`config.mk`:
```
export PLATFORM = sky130hd
export DESIGN_NAME = arm_fetch_flat
export DESIGN_NICKNAME = d
export VERILOG_FILES = /design/src/rtl/arm_fetch_if.sv /design/src/rtl/arm_fetch.sv /design/src/flat_wrapper.sv
export SDC_FILE = /design/constraint.sdc
export NUM_CORES = 1
export LEC_CHECK = 0
export BUFFER_PORTS_ARGS = -buffer_cell sky130_fd_sc_hd__buf_2
export CAP_MARGIN = 40
export CORE_MARGIN = 8
export CORE_UTILIZATION = 50
export DETAILED_ROUTE_END_ITERATION = 16
export PLACE_DENSITY = 0.73
export SLEW_MARGIN = 20
export SYNTH_ARGS = -nofsm -noshare
export SYNTH_HDL_FRONTEND = slang
export SYNTH_SLANG_ARGS = --single-unit
```
`constraint.sdc`:
```
create_clock -name clk -period 7.3 [get_ports clk]
set_clock_uncertainty 0.05 [all_clocks]
set_input_delay 1.825 -clock clk [delete_from_list [all_inputs] [get_ports clk]]
set_output_delay 1.825 -clock clk [all_outputs]
set_load 0.02 [all_outputs]
```
`src/rtl/arm_fetch_if.sv`:
```
// Fetch-stage bus bundle: instruction memory handshake, decode handoff,
// and pipeline control (redirect/halt) grouped for arm_fetch.
// master: the fetch unit; slave: memory/decode/execute side.
interface arm_fetch_if;
    logic        imem_req;
    logic [31:0] imem_addr;
    logic        imem_gnt;
    logic        imem_rvalid;
    logic [31:0] imem_rdata;
    logic        inst_valid;
    logic [31:0] inst;
    logic [31:0] inst_pc;
    logic        inst_ready;
    logic        redirect_valid;
    logic [31:0] redirect_pc;
    logic        halt;
    logic        halted;

    modport master (
        output imem_req, imem_addr,
        input  imem_gnt, imem_rvalid, imem_rdata,
        output inst_valid, inst, inst_pc,
        input  inst_ready,
        input  redirect_valid, redirect_pc, halt,
        output halted
    );

    modport slave (
        input  imem_req, imem_addr,
        output imem_gnt, imem_rvalid, imem_rdata,
        input  inst_valid, inst, inst_pc,
        output inst_ready,
        output redirect_valid, redirect_pc, halt,
        input  halted
    );
endinterface

```
`src/rtl/arm_fetch.sv`:
```
// arm_fetch: instruction fetch stage. Owns the PC, issues one outstanding
// word read at a time, buffers returned words with their PC in a small FIFO
// for decode, supports branch redirect and stops permanently on halt.
// Optional macro ARM_FETCH_PERF_EN adds perf_fetch_cnt / perf_stall_cnt.
module arm_fetch #(
    parameter logic [31:0] RESET_PC   = 32'h0040_0000,
    parameter int unsigned FIFO_DEPTH = 2
) (
    input  logic        clk,
    input  logic        rst,
    arm_fetch_if.master bus
`ifdef ARM_FETCH_PERF_EN
    ,
    output logic [31:0] perf_fetch_cnt,
    output logic [31:0] perf_stall_cnt
`endif
);
    localparam int unsigned PTR_W = (FIFO_DEPTH > 1) ? $clog2(FIFO_DEPTH) : 1;
    localparam int unsigned CNT_W = PTR_W + 1;

    typedef enum logic {RUN, HALTED} state_t;

    state_t             state;
    logic [31:0]        pc;
    logic [31:0]        req_pc;
    logic               outstanding;
    logic               drop;
    logic [PTR_W-1:0]   rd_ptr;
    logic [PTR_W-1:0]   wr_ptr;
    logic [CNT_W-1:0]   count;
    logic [31:0]        fifo_inst [FIFO_DEPTH];
    logic [31:0]        fifo_pc   [FIFO_DEPTH];

    logic run;
    logic req;
    logic hs;
    logic rsp;
    logic flush;
    logic push;
    logic pop;
    logic head_valid;

    // Request/response qualification; req is held low while rst is asserted.
    always_comb begin
        run        = (state == RUN);
        head_valid = (count != '0);
        req        = run & ~rst & ~bus.halt & ~bus.redirect_valid & ~outstanding
                     & (count < CNT_W'(FIFO_DEPTH));
        hs         = req & bus.imem_gnt;
        rsp        = bus.imem_rvalid & outstanding;
        flush      = run & (bus.halt | bus.redirect_valid);
        push       = rsp & ~drop & run & ~flush;
        pop        = head_valid & bus.inst_ready & ~flush;
    end

    // Control FSM: PC, outstanding/drop tracking, FIFO pointers and state.
    always_ff @(posedge clk or posedge rst) begin
        if (rst) begin
            state       <= RUN;
            pc          <= RESET_PC;
            req_pc      <= '0;
            outstanding <= 1'b0;
            drop        <= 1'b0;
            rd_ptr      <= '0;
            wr_ptr      <= '0;
            count       <= '0;
        end else begin
            if (hs)
                outstanding <= 1'b1;
            else if (bus.imem_rvalid)
                outstanding <= 1'b0;

            case (state)
                RUN: begin
                    if (bus.halt) begin
                        state  <= HALTED;
                        rd_ptr <= '0;
                        wr_ptr <= '0;
                        count  <= '0;
                    end else if (bus.redirect_valid) begin
                        // A response landing in the redirect cycle is discarded
                        // here, so only a still-pending one needs dropping later.
                        pc     <= bus.redirect_pc & ~32'h3;
                        drop   <= outstanding & ~bus.imem_rvalid;
                        rd_ptr <= '0;
                        wr_ptr <= '0;
                        count  <= '0;
                    end else begin
                        if (hs) begin
                            pc     <= pc + 32'd4;
                            req_pc <= pc;
                        end
                        if (rsp && drop)
                            drop <= 1'b0;
                        if (push)
                            wr_ptr <= wr_ptr + 1'b1;
                        if (pop)
                            rd_ptr <= rd_ptr + 1'b1;
                        count <= count + CNT_W'(push) - CNT_W'(pop);
                    end
                end
                default: ;
            endcase
        end
    end

    // FIFO storage: returned word and the PC it was fetched from.
    always_ff @(posedge clk or posedge rst) begin
        if (rst) begin
            for (int unsigned i = 0; i < FIFO_DEPTH; i++) begin
                fifo_inst[i] <= '0;
                fifo_pc[i]   <= '0;
            end
        end else if (push) begin
            fifo_inst[wr_ptr] <= bus.imem_rdata;
            fifo_pc[wr_ptr]   <= req_pc;
        end
    end

    // Output drive from registered state.
    always_comb begin
        bus.imem_req   = req;
        bus.imem_addr  = pc;
        bus.inst_valid = head_valid;
        bus.inst       = head_valid ? fifo_inst[rd_ptr] : '0;
        bus.inst_pc    = head_valid ? fifo_pc[rd_ptr]   : '0;
        bus.halted     = (state == HALTED);
    end

`ifdef ARM_FETCH_PERF_EN
    // Performance counters; both conditions imply RUN so they freeze in HALTED.
    always_ff @(posedge clk or posedge rst) begin
        if (rst) begin
            perf_fetch_cnt <= '0;
            perf_stall_cnt <= '0;
        end else begin
            if (push)
                perf_fetch_cnt <= perf_fetch_cnt + 32'd1;
            if (req && !bus.imem_gnt)
                perf_stall_cnt <= perf_stall_cnt + 32'd1;
        end
    end
`endif
endmodule

```
`src/flat_wrapper.sv`:
```
// flat-port wrapper written by rule: the top's interface ports become plain ports
module arm_fetch_flat 
#(
    parameter logic [31:0] RESET_PC   = 32'h0040_0000,
    parameter int unsigned FIFO_DEPTH = 2
)
  (clk, rst, bus_imem_req, bus_imem_addr, bus_imem_gnt, bus_imem_rvalid, bus_imem_rdata, bus_inst_valid, bus_inst, bus_inst_pc, bus_inst_ready, bus_redirect_valid, bus_redirect_pc, bus_halt, bus_halted);
  arm_fetch_if bus_i ();
  input  logic clk;
  input  logic rst;
  output wire logic [$bits(bus_i.imem_req)-1:0] bus_imem_req;
  output wire logic [$bits(bus_i.imem_addr)-1:0] bus_imem_addr;
  input wire logic [$bits(bus_i.imem_gnt)-1:0] bus_imem_gnt;
  input wire logic [$bits(bus_i.imem_rvalid)-1:0] bus_imem_rvalid;
  input wire logic [$bits(bus_i.imem_rdata)-1:0] bus_imem_rdata;
  output wire logic [$bits(bus_i.inst_valid)-1:0] bus_inst_valid;
  output wire logic [$bits(bus_i.inst)-1:0] bus_inst;
  output wire logic [$bits(bus_i.inst_pc)-1:0] bus_inst_pc;
  input wire logic [$bits(bus_i.inst_ready)-1:0] bus_inst_ready;
  input wire logic [$bits(bus_i.redirect_valid)-1:0] bus_redirect_valid;
  input wire logic [$bits(bus_i.redirect_pc)-1:0] bus_redirect_pc;
  input wire logic [$bits(bus_i.halt)-1:0] bus_halt;
  output wire logic [$bits(bus_i.halted)-1:0] bus_halted;
  assign bus_imem_req = bus_i.imem_req;
  assign bus_imem_addr = bus_i.imem_addr;
  assign bus_i.imem_gnt = bus_imem_gnt;
  assign bus_i.imem_rvalid = bus_imem_rvalid;
  assign bus_i.imem_rdata = bus_imem_rdata;
  assign bus_inst_valid = bus_i.inst_valid;
  assign bus_inst = bus_i.inst;
  assign bus_inst_pc = bus_i.inst_pc;
  assign bus_i.inst_ready = bus_inst_ready;
  assign bus_i.redirect_valid = bus_redirect_valid;
  assign bus_i.redirect_pc = bus_redirect_pc;
  assign bus_i.halt = bus_halt;
  assign bus_halted = bus_i.halted;
  arm_fetch #(.RESET_PC(RESET_PC), .FIFO_DEPTH(FIFO_DEPTH)) u_core (.clk(clk), .rst(rst), .bus(bus_i));
endmodule
```
# Word level (Yosys, flattened, before mapping)
# Index checks and enable logic that the tools add are counted.
[word_totals]
ff_bits = 199
inputBits = 71
output_inout_bits = 99
[classes]
add_sub_neg = 5
magnitude_cmp = 4
mux = 28
n_bitwise = 25
n_reduce_logical = 13
[op_table]
columns = ["cell", "n"]
rows = [
  ["$mux W32", 11],
  ["$bwmux W64", 2],
  ["$add A32 B3 Y32 const B", 1],
  ["$demux W32 S1", 1],
  ["$and A1 B1 Y1", 14],
  ["$mux W1", 12],
  ["$not A1 Y1", 8],
  ["$reduce_bool A2 Y1", 4],
  ["$reduce_and A3 Y1", 2],
  ["$reduce_bool A3 Y1", 2],
  ["$ge A2 B2 Y1 const B", 2],
  ["$mux W2", 2],
  ["$not A1 Y2", 2],
  ["$reduce_and A2 Y1", 2],
  ["$reduce_and A4 Y1", 1],
  ["$add A1 B1 Y1 const B", 2],
  ["$add A2 B1 Y2", 1],
  ["$logic_and A1 B1 Y1", 2],
  ["$lt A2 B1 Y1 const B", 1],
  ["$lt A2 B2 Y1 const B", 1],
  ["$sub A2 B1 Y2", 1],
  ["$or A1 B1 Y1", 1],
]

# Logic depth before layout (Yosys ltp)
# Gate-level depths: netlist of run 1.
[depth]
depth_word = 9
ltp_mapped = 10
depth_no_buf = 10

# Least setup slack after synthesis of run 1
# Ideal clock, no wire load.
[synth_timing]
kind = "input-to-output"
from = "in bus_redirect_valid"
to = "out bus_imem_req"
t_arrival_ns = 2.791
required_time_ns = 5.425
slack_ns = 2.634
path_stages = 4
n_path_buf = 1
cell_sequence = "clkinv_1 -> clkbuf_1 -> nand3_1 -> nor3_1"
[synth_between]
elab_chain_cells = 4
[synth_rtl]
columns = ["item", "line_no", "text"]
rows = [
  ["from (decl)", "flat_wrapper.sv:20", "input wire logic [$bits(bus_i.redirect_valid)-1:0] bus_redirect_valid;"],
  ["$not A1 Y1", "arm_fetch.sv:47", "req = run & ~rst & ~bus.halt & ~bus.redirect_valid & ~outstanding"],
  ["$and A1 B1 Y1 (2 in a row)", "arm_fetch.sv:47", ""],
  ["$and A1 B1 Y1", "arm_fetch.sv:48", "& (count < CNT_W'(FIFO_DEPTH));"],
  ["to (decl)", "flat_wrapper.sv:11", "output wire logic [$bits(bus_i.imem_req)-1:0] bus_imem_req;"],
]
# Every way passes these cells.

# Worst setup path after layout of run 1
# Ends and elaborated chain as after synthesis.

==> results.py, run 1 <==
metrics = {
    "run_status": {
        "status": "complete, no violations",
    },
    "clock_tree": {
        "insertion_delay_ns": 0.43,
        "clk_pin_slew_ns": 0.06,
        "max-clock-path-buffers": 2,
        "cts_tree": "done",
        "htree_num_levels": 4,
        "cts.sink_count": 191,
        "numCtsBuffers": 17,
        "holdBufCountCts": 0,
        "clockRootBuffer": "clkbuf_16",
        "postCtsResizedCells": 0,
        "post_cts_buffers": 0,
    },
    "yosys": {
        "synthAdderAreaFrac": 0.00419,
        "yosysSeqAreaShare": 0.533,
        "yosysWarnings": 0,
        "synth-seq-cells": 191,
        "synthCells": 807,
        "async_reset_ff_frac": 1.00,
        "synth_compound_area_frac": 0.0664,
        "synth_area_um2": 8970,
        "synth-edff-count": 0,
        "synthXorXnorAreaFrac": 0.000977,
        "synth_flop_cell": "dfrtp_1",
        "synth_top_family_by_area": "multiplexers",
        "synth_mux_area_frac": 0.231,
        "synth_cell_type_count": 63,
        "synthSimpleGateAreaFrac": 0.133,
        "syn_avg_cell_area_um2": 11.1,
    },
    "drt": {
        "post_drt_via_cell_ratio": 5.50,
        "vias": 6557,
        "routed_wl_um": 21400,
        "drt_pass1_iterations": 4,
        "routedWlPerCell_um": 17.9,
        "drt-initial-drc-count": 334,
        "drtAntennaViolNets": 0,
        "post-route-drc-count": 0,
    },
    "power": {
        "ir_drop_mv": 0.164,
        "power_mw": 2.20,
        "power_leakage_nw": 5.39,
        "power_density_nw_per_um2": 206,
    },
    "worst_setup_path": {
        "critPathKind": "input port to output port",
        "rrSetupSlack_ns": 4.33,
        "critPathLaunchType": "input port",
        "setup.worst_path.end_class": "output port",
        "r2r_start": "u_core.count[1]",
        "cp_max_fo": 29,
        "crit_arrival_ns": 3.06,
        "required_ns": 5.43,
        "rr_endpoint": "u_core.count[1]",
        "r2r_cells": 11,
    },
    "floorplan": {
        "row_count": 49,
        "dieWidth_um": 150,
        "dieArea_um2": 22500,
        "initial_core_util": 0.504,
        "io_pins": 170,
        "fp.dieH_um": 150,
        "core-area_um2": 17800,
    },
    "timing": {
        "fmax_ghz": 0.203,
        "post-route-period-util": 0.676,
        "tightest_slew_ns": 0.761,
        "maxSlewHeadroom": 0.491,
        "finalMaxSlewViolations": 0,
        "setup_viol": 0,
        "post-route-min-period_ns": 4.93,
        "hold_viol_final": 0,
        "setup_tns_ns": 0,
        "rsz0062_at_grt": "no",
    },
    "layout": {
        "fill_cells": 1549,
        "areaGrowthSynthToFinish_pct": 18.6,
        "drive_above_1_share": 0.319,
        "antenna_cells": 0,
        "nets": 1024,
    },
    "grt": {
        "grt_util_all_layers": 0.196,
        "grt_overflow_total": 0,
        "grt_antenna_before_repair": 0,
        "grt_start_max_net_pins": 83,
        "grt_pass1_vias": 6740,
        "grt_pass1_wl_um": 34900,
    },
    "hold_path": {
        "hold_path.class": "register to register",
        "whs_endpoint": "u_core.fifo_inst[36]",
        "worstHoldPathCells": 1,
        "hp-start": "u_core.fifo_inst[36]",
    },
    "placed_design": {
        "dp_hpwl_um": 14800,
        "port_buffers": 163,
        "place_congestion": 0.780,
    },
    "run": {
        "maxCapViolCount": 0,
    },
}
==> critical path, cell delays in order <==
cell and delay [ns]:
buf_2 0.33, buf_4 0.40, clkinv_1 0.14, nand3_1 0.14, nor3_1 0.05, buf_2 0.16
==> layout make-up <==
| class | instances | area [um2] | area share |
|---|---|---|---|
| repair buffers | 175 | 967 | 0.0909 |
| clock inverters | 12 | 131 | 0.0124 |
| inverters | 12 | 52.6 | 0.00494 |
| well taps | 229 | 287 | 0.0269 |
| clock buffers | 20 | 467 | 0.0439 |
| multi-input cells | 553 | 3950 | 0.371 |
| flip-flops and latches | 191 | 4780 | 0.450 |
==> flip-flops by register name, summed over array words and instances, names as in the netlist <==
| register | cells |
|---|---|
| u_core.bus.imem_addr | 30 |
| u_core.rd_ptr | 1 |
| u_core.bus.halted | 1 |
| u_core.drop | 1 |
| u_core.wr_ptr | 1 |
| u_core.fifo_inst | 64 |
| u_core.req_pc | 30 |
| u_core.fifo_pc | 60 |
| u_core.count | 2 |
| u_core.outstanding | 1 |
==> kinds of logic (layout without fill, tap and decap cells) <==
logic type	Yosys count	count (layout)
buffers and inverters	66	219
xor gates and xnor gates	1	1
DFF	191	191
adders and majority gates	3	3
and+or+nand+nor	262	262
AOI/OAI and AO/OA	92	92
other	1	4
muxes	191	191
==> routing by layer <==
layer  vias to the layer above  track usage  wire length, um
met4                         0       0.0645              287
met3                        21       0.0475             1390
met1                      3234        0.262             9850
li1                       3121            -                -
met5                         -            0                0
met2                       181        0.308             9850
==> power breakdown <==
group | switching [mW] | internal [mW]
logic | 0.102 | 0.0528
registers | 0.0286 | 1.07
clock network | 0.402 | 0.535
==> metrics by stage <==
stage	cell area (um2)	std cells	util	worst slack (ns)	hold slack, ns
2_1_floorplan	8980	810	-	0.228	0.407
3_5_place_dp	10000	1160	0.565	2.36	0.430
4_1_cts	10600	1192	0.598	2.36	0.445
6_report	10600	1192	0.598	2.37	0.439
3_3_place_gp	9940	1155	0.559	2.34	0.423
5_1_grt	10600	1192	0.598	2.23	0.456
==> how the worst max path moves through the flow <==
stage	from	to	slack, ns
final	bus_redirect_valid	bus_imem_req	2.37
after global routing	bus_redirect_valid	bus_imem_req	2.23
after CTS	bus_redirect_valid	bus_imem_req	2.36
after detailed placement	bus_redirect_valid	bus_imem_req	2.36
after global placement	bus_redirect_valid	u_core.bus.imem_addr[30]	2.34
after floorplan	rst	u_core.bus.halted	0.23
==> Yosys cell counts, types with 2 or more instances <==
cell type | count | area (um2)
a211oi_1 | 2 | 15.0
a21o_1 | 3 | 22.5
a21oi_1 | 22 | 110
a22oi_1 | 7 | 52.6
a311o_1 | 2 | 20.0
a311oi_1 | 2 | 17.5
a32oi_1 | 2 | 17.5
and2_1 | 4 | 25.0
and3_1 | 3 | 18.8
and4_1 | 2 | 17.5
buf_1 | 6 | 22.5
buf_2 | 8 | 40.0
buf_4 | 5 | 37.5
clkbuf_1 | 34 | 128
dfrtp_1 | 190 | 4750
ha_1 | 3 | 37.5
inv_1 | 10 | 37.5
mux2_1 | 43 | 484
mux2_2 | 81 | 912
mux2i_1 | 67 | 671
nand2_1 | 106 | 398
nand3_1 | 19 | 95.1
nand4_1 | 7 | 43.8
nor2_1 | 85 | 319
nor2_2 | 2 | 12.5
nor2b_1 | 2 | 12.5
nor3_1 | 10 | 50.1
nor4_1 | 5 | 31.3
o211ai_1 | 3 | 22.5
o21a_1 | 4 | 30.0
o21ai_0 | 21 | 105
o21ai_1 | 3 | 15.0
o22a_1 | 2 | 17.5
o22ai_1 | 7 | 43.8
o2bb2ai_1 | 3 | 26.3
or4_1 | 5 | 37.5
==> layout by cell type (no fill, tap or decap), types with 9 or more instances in the layout <==
master and instances:
dfrtp_1 189, nor3_1 10, nor2_1 84, inv_1 9, clkbuf_16 17, mux2i_1 67
nand3_1 18, mux2_1 43, a21oi_1 22, buf_2 163, mux2_2 81, o21ai_0 21
nand2_1 105
Power figures use the tool's default switching activity.
==> inputs of run 2 (changes only) <==
--- a/config.mk
+++ b/config.mk
@@ -8,9 +8,9 @@
 export BUFFER_PORTS_ARGS = -buffer_cell sky130_fd_sc_hd__buf_2
 export CAP_MARGIN = 40
 export CORE_MARGIN = 8
-export CORE_UTILIZATION = 50
+export CORE_UTILIZATION = 55
 export DETAILED_ROUTE_END_ITERATION = 16
-export PLACE_DENSITY = 0.73
+export PLACE_DENSITY = 0.76
 export SLEW_MARGIN = 20
 export SYNTH_ARGS = -nofsm -noshare
 export SYNTH_HDL_FRONTEND = slang
==> constraint.sdc (replaced) <==
create_clock -name clk -period 4.7 [get_ports clk]
set_clock_uncertainty 0.05 [all_clocks]
set_input_delay 1.175 -clock clk [delete_from_list [all_inputs] [get_ports clk]]
set_output_delay 1.175 -clock clk [all_outputs]
set_load 0.02 [all_outputs]
==> results.py, run 2 (synthesized netlist as in run 1, its figures left out) <==
metrics = {
    "run_status": {
        "status": "complete, no violations",
    },
    "grt": {
        "grt_use_met2": 0.348,
        "grt_antenna_before_repair": 1,
        "met3_usage": 0.0448,
        "grtUsageMet1": 0.283,
        "grt_pass1_wl_um": 34900,
        "busiest_layer": "met2",
        "grt_pass1_vias": 6839,
        "grt_overflow_total": 0,
        "grt_util_all_layers": 0.214,
        "grt_start_max_net_pins": 53,
    },
    "layout": {
        "nets": 1028,
        "drive_above_1_share": 0.321,
        "final_cell_mix": "dfrtp_1 (189), buf_2 (163), nand2_1 (105), nor2_1 (84), mux2_2 (81)",
        "largest_reg_flops": 64,
        "reg_top3": "u_core.fifo_inst: 64 flops, u_core.fifo_pc: 60 flops",
        "max_flop_register": "u_core.fifo_inst",
        "final_common_cell": "dfrtp_1",
        "areaGrowthSynthToFinish_pct": 18.9,
    },
    "power": {
        "power_mw": 3.40,
        "clockPowerShare": 0.425,
        "seq_power_share": 0.504,
        "ir_drop_mv": 0.258,
        "pwr-share-comb": 0.071,
        "power_leakage_nw": 5.38,
        "power_density_nw_per_um2": 319,
        "p_int_mw": 2.58,
        "p_sw_frac": 0.241,
        "power.switching_mw": 0.820,
    },
    "timing": {
        "setup_tns_ns": 0,
        "post-route-period-util": 0.743,
        "fmax_ghz": 0.286,
        "rsz0062_at_grt": "no",
        "post-route-min-period_ns": 3.49,
        "maxSlewHeadroom": 0.484,
        "finalMaxSlewViolations": 0,
        "tightest_slew_ns": 0.773,
        "hold_viol_final": 0,
        "setup_viol": 0,
    },
    "hold_path": {
        "hold_path.class": "register to register",
        "worstHoldPathCells": 1,
        "hp-start": "u_core.fifo_inst[43]",
        "whs_endpoint": "u_core.fifo_inst[43]",
    },
    "drt": {
        "drtAntennaViolNets": 0,
        "vias": 6637,
        "post-route-drc-count": 0,
        "drt-initial-drc-count": 306,
        "drt_pass1_iterations": 4,
        "routed_wl_um": 21500,
        "routedWlPerCell_um": 18.1,
        "post_drt_via_cell_ratio": 5.61,
    },
    "worst_setup_path": {
        "r2r_cells": 11,
        "rr_endpoint": "u_core.count[1]",
        "setup.worst_path.end_class": "output port",
        "critPathKind": "register to output port",
        "cp_max_fo": 41,
        "critPathLaunchType": "register",
        "crit_arrival_ns": 2.27,
        "required_ns": 3.47,
        "r2r_start": "u_core.count[1]",
        "rrSetupSlack_ns": 1.84,
    },
    "placed_design": {
        "place_congestion": 0.806,
        "port_buffers": 163,
        "dp_hpwl_um": 14700,
    },
    "floorplan": {
        "io_pins": 170,
        "dieWidth_um": 144,
        "fp.dieH_um": 144,
        "row_count": 46,
        "dieArea_um2": 20600,
        "core-area_um2": 15900,
        "initial_core_util": 0.565,
    },
    "clock_tree": {
        "insertion_delay_ns": 0.43,
        "cts.sink_count": 191,
        "max-clock-path-buffers": 2,
        "holdBufCountCts": 0,
        "htree_num_levels": 4,
        "postCtsResizedCells": 0,
        "cts_tree": "done",
        "clk_pin_slew_ns": 0.06,
        "numCtsBuffers": 17,
        "clockRootBuffer": "clkbuf_16",
        "post_cts_buffers": 0,
    },
    "run": {
        "maxCapViolCount": 0,
    },
}
[run 2: cell count changes in the layout (fill, tap and decap cells not counted), sizes merged]
cell	delta
clkinvlp	+3
inv	-2
buf	+4
diode	+1
clkinv	-1
[run 2: worst max path at each step]
stage	startpoint	end	slack, ns	depth (start not counted)
6_report	u_core.rd_ptr	bus_inst[15]	1.21	4
5_1_grt	u_core.rd_ptr	bus_inst[15]	1.10	4
4_1_cts	u_core.rd_ptr	bus_inst[15]	1.18	4
3_5_place_dp	bus_redirect_valid	bus_imem_req	1.20	6
3_3_place_gp	bus_halt	u_core.fifo_pc[50]	1.10	6
2_1_floorplan	rst	u_core.bus.halted	1.01	1
[run 2: power by group through the flow]
stage               sequential, mW  clock, mW  combinational (mW)
floorplan                     1.75          0               0.139
global placement              1.75          0               0.241
detailed placement            1.75          0               0.245
CTS                           1.72       1.47               0.246
global route                  1.72       1.53               0.268
finish                        1.72       1.45               0.242
[run 2: worst max-delay path, stage by stage (launching register included)]
cell     delay, ns
dfrtp_4       0.93
buf_4         0.39
mux2i_1       0.23
nor2_1        0.07
buf_2         0.18
[run 2: final cells by class]
| cell class | instances | area [um2] |
|---|---|---|
| Timing Repair Buffer | 179 | 1010 |
| Clock buffer | 20 | 467 |
| Sequential cell | 191 | 4780 |
| Tap cell | 216 | 270 |
| Antenna cell | 1 | 2.50 |
| Fill cell | 1296 | 5230 |
| Inverter | 12 | 48.8 |
| Clock inverter | 12 | 134 |
| Multi-Input combinational cell | 553 | 3940 |
[run 2: metrics by stage]
step / util / instances / hold slack (ns) / cell area, um2 / setup WS (ns)
2_1_floorplan: - / 810 / 0.407 / 8980 / 1.01
4_1_cts: 0.671 / 1183 / 0.445 / 10700 / 1.18
5_1_grt: 0.671 / 1184 / 0.455 / 10700 / 1.10
3_3_place_gp: 0.629 / 1148 / 0.422 / 9990 / 1.10
6_report: 0.671 / 1184 / 0.439 / 10700 / 1.21
3_5_place_dp: 0.633 / 1151 / 0.430 / 10100 / 1.20
[run 2: layer usage]
layer | share of wire | vias to the layer above
met5 | 0 | -
met1 | 0.45 | 3280
met3 | 0.064 | 23
met2 | 0.47 | 197
met4 | 0.015 | 0
li1 | - | 3137
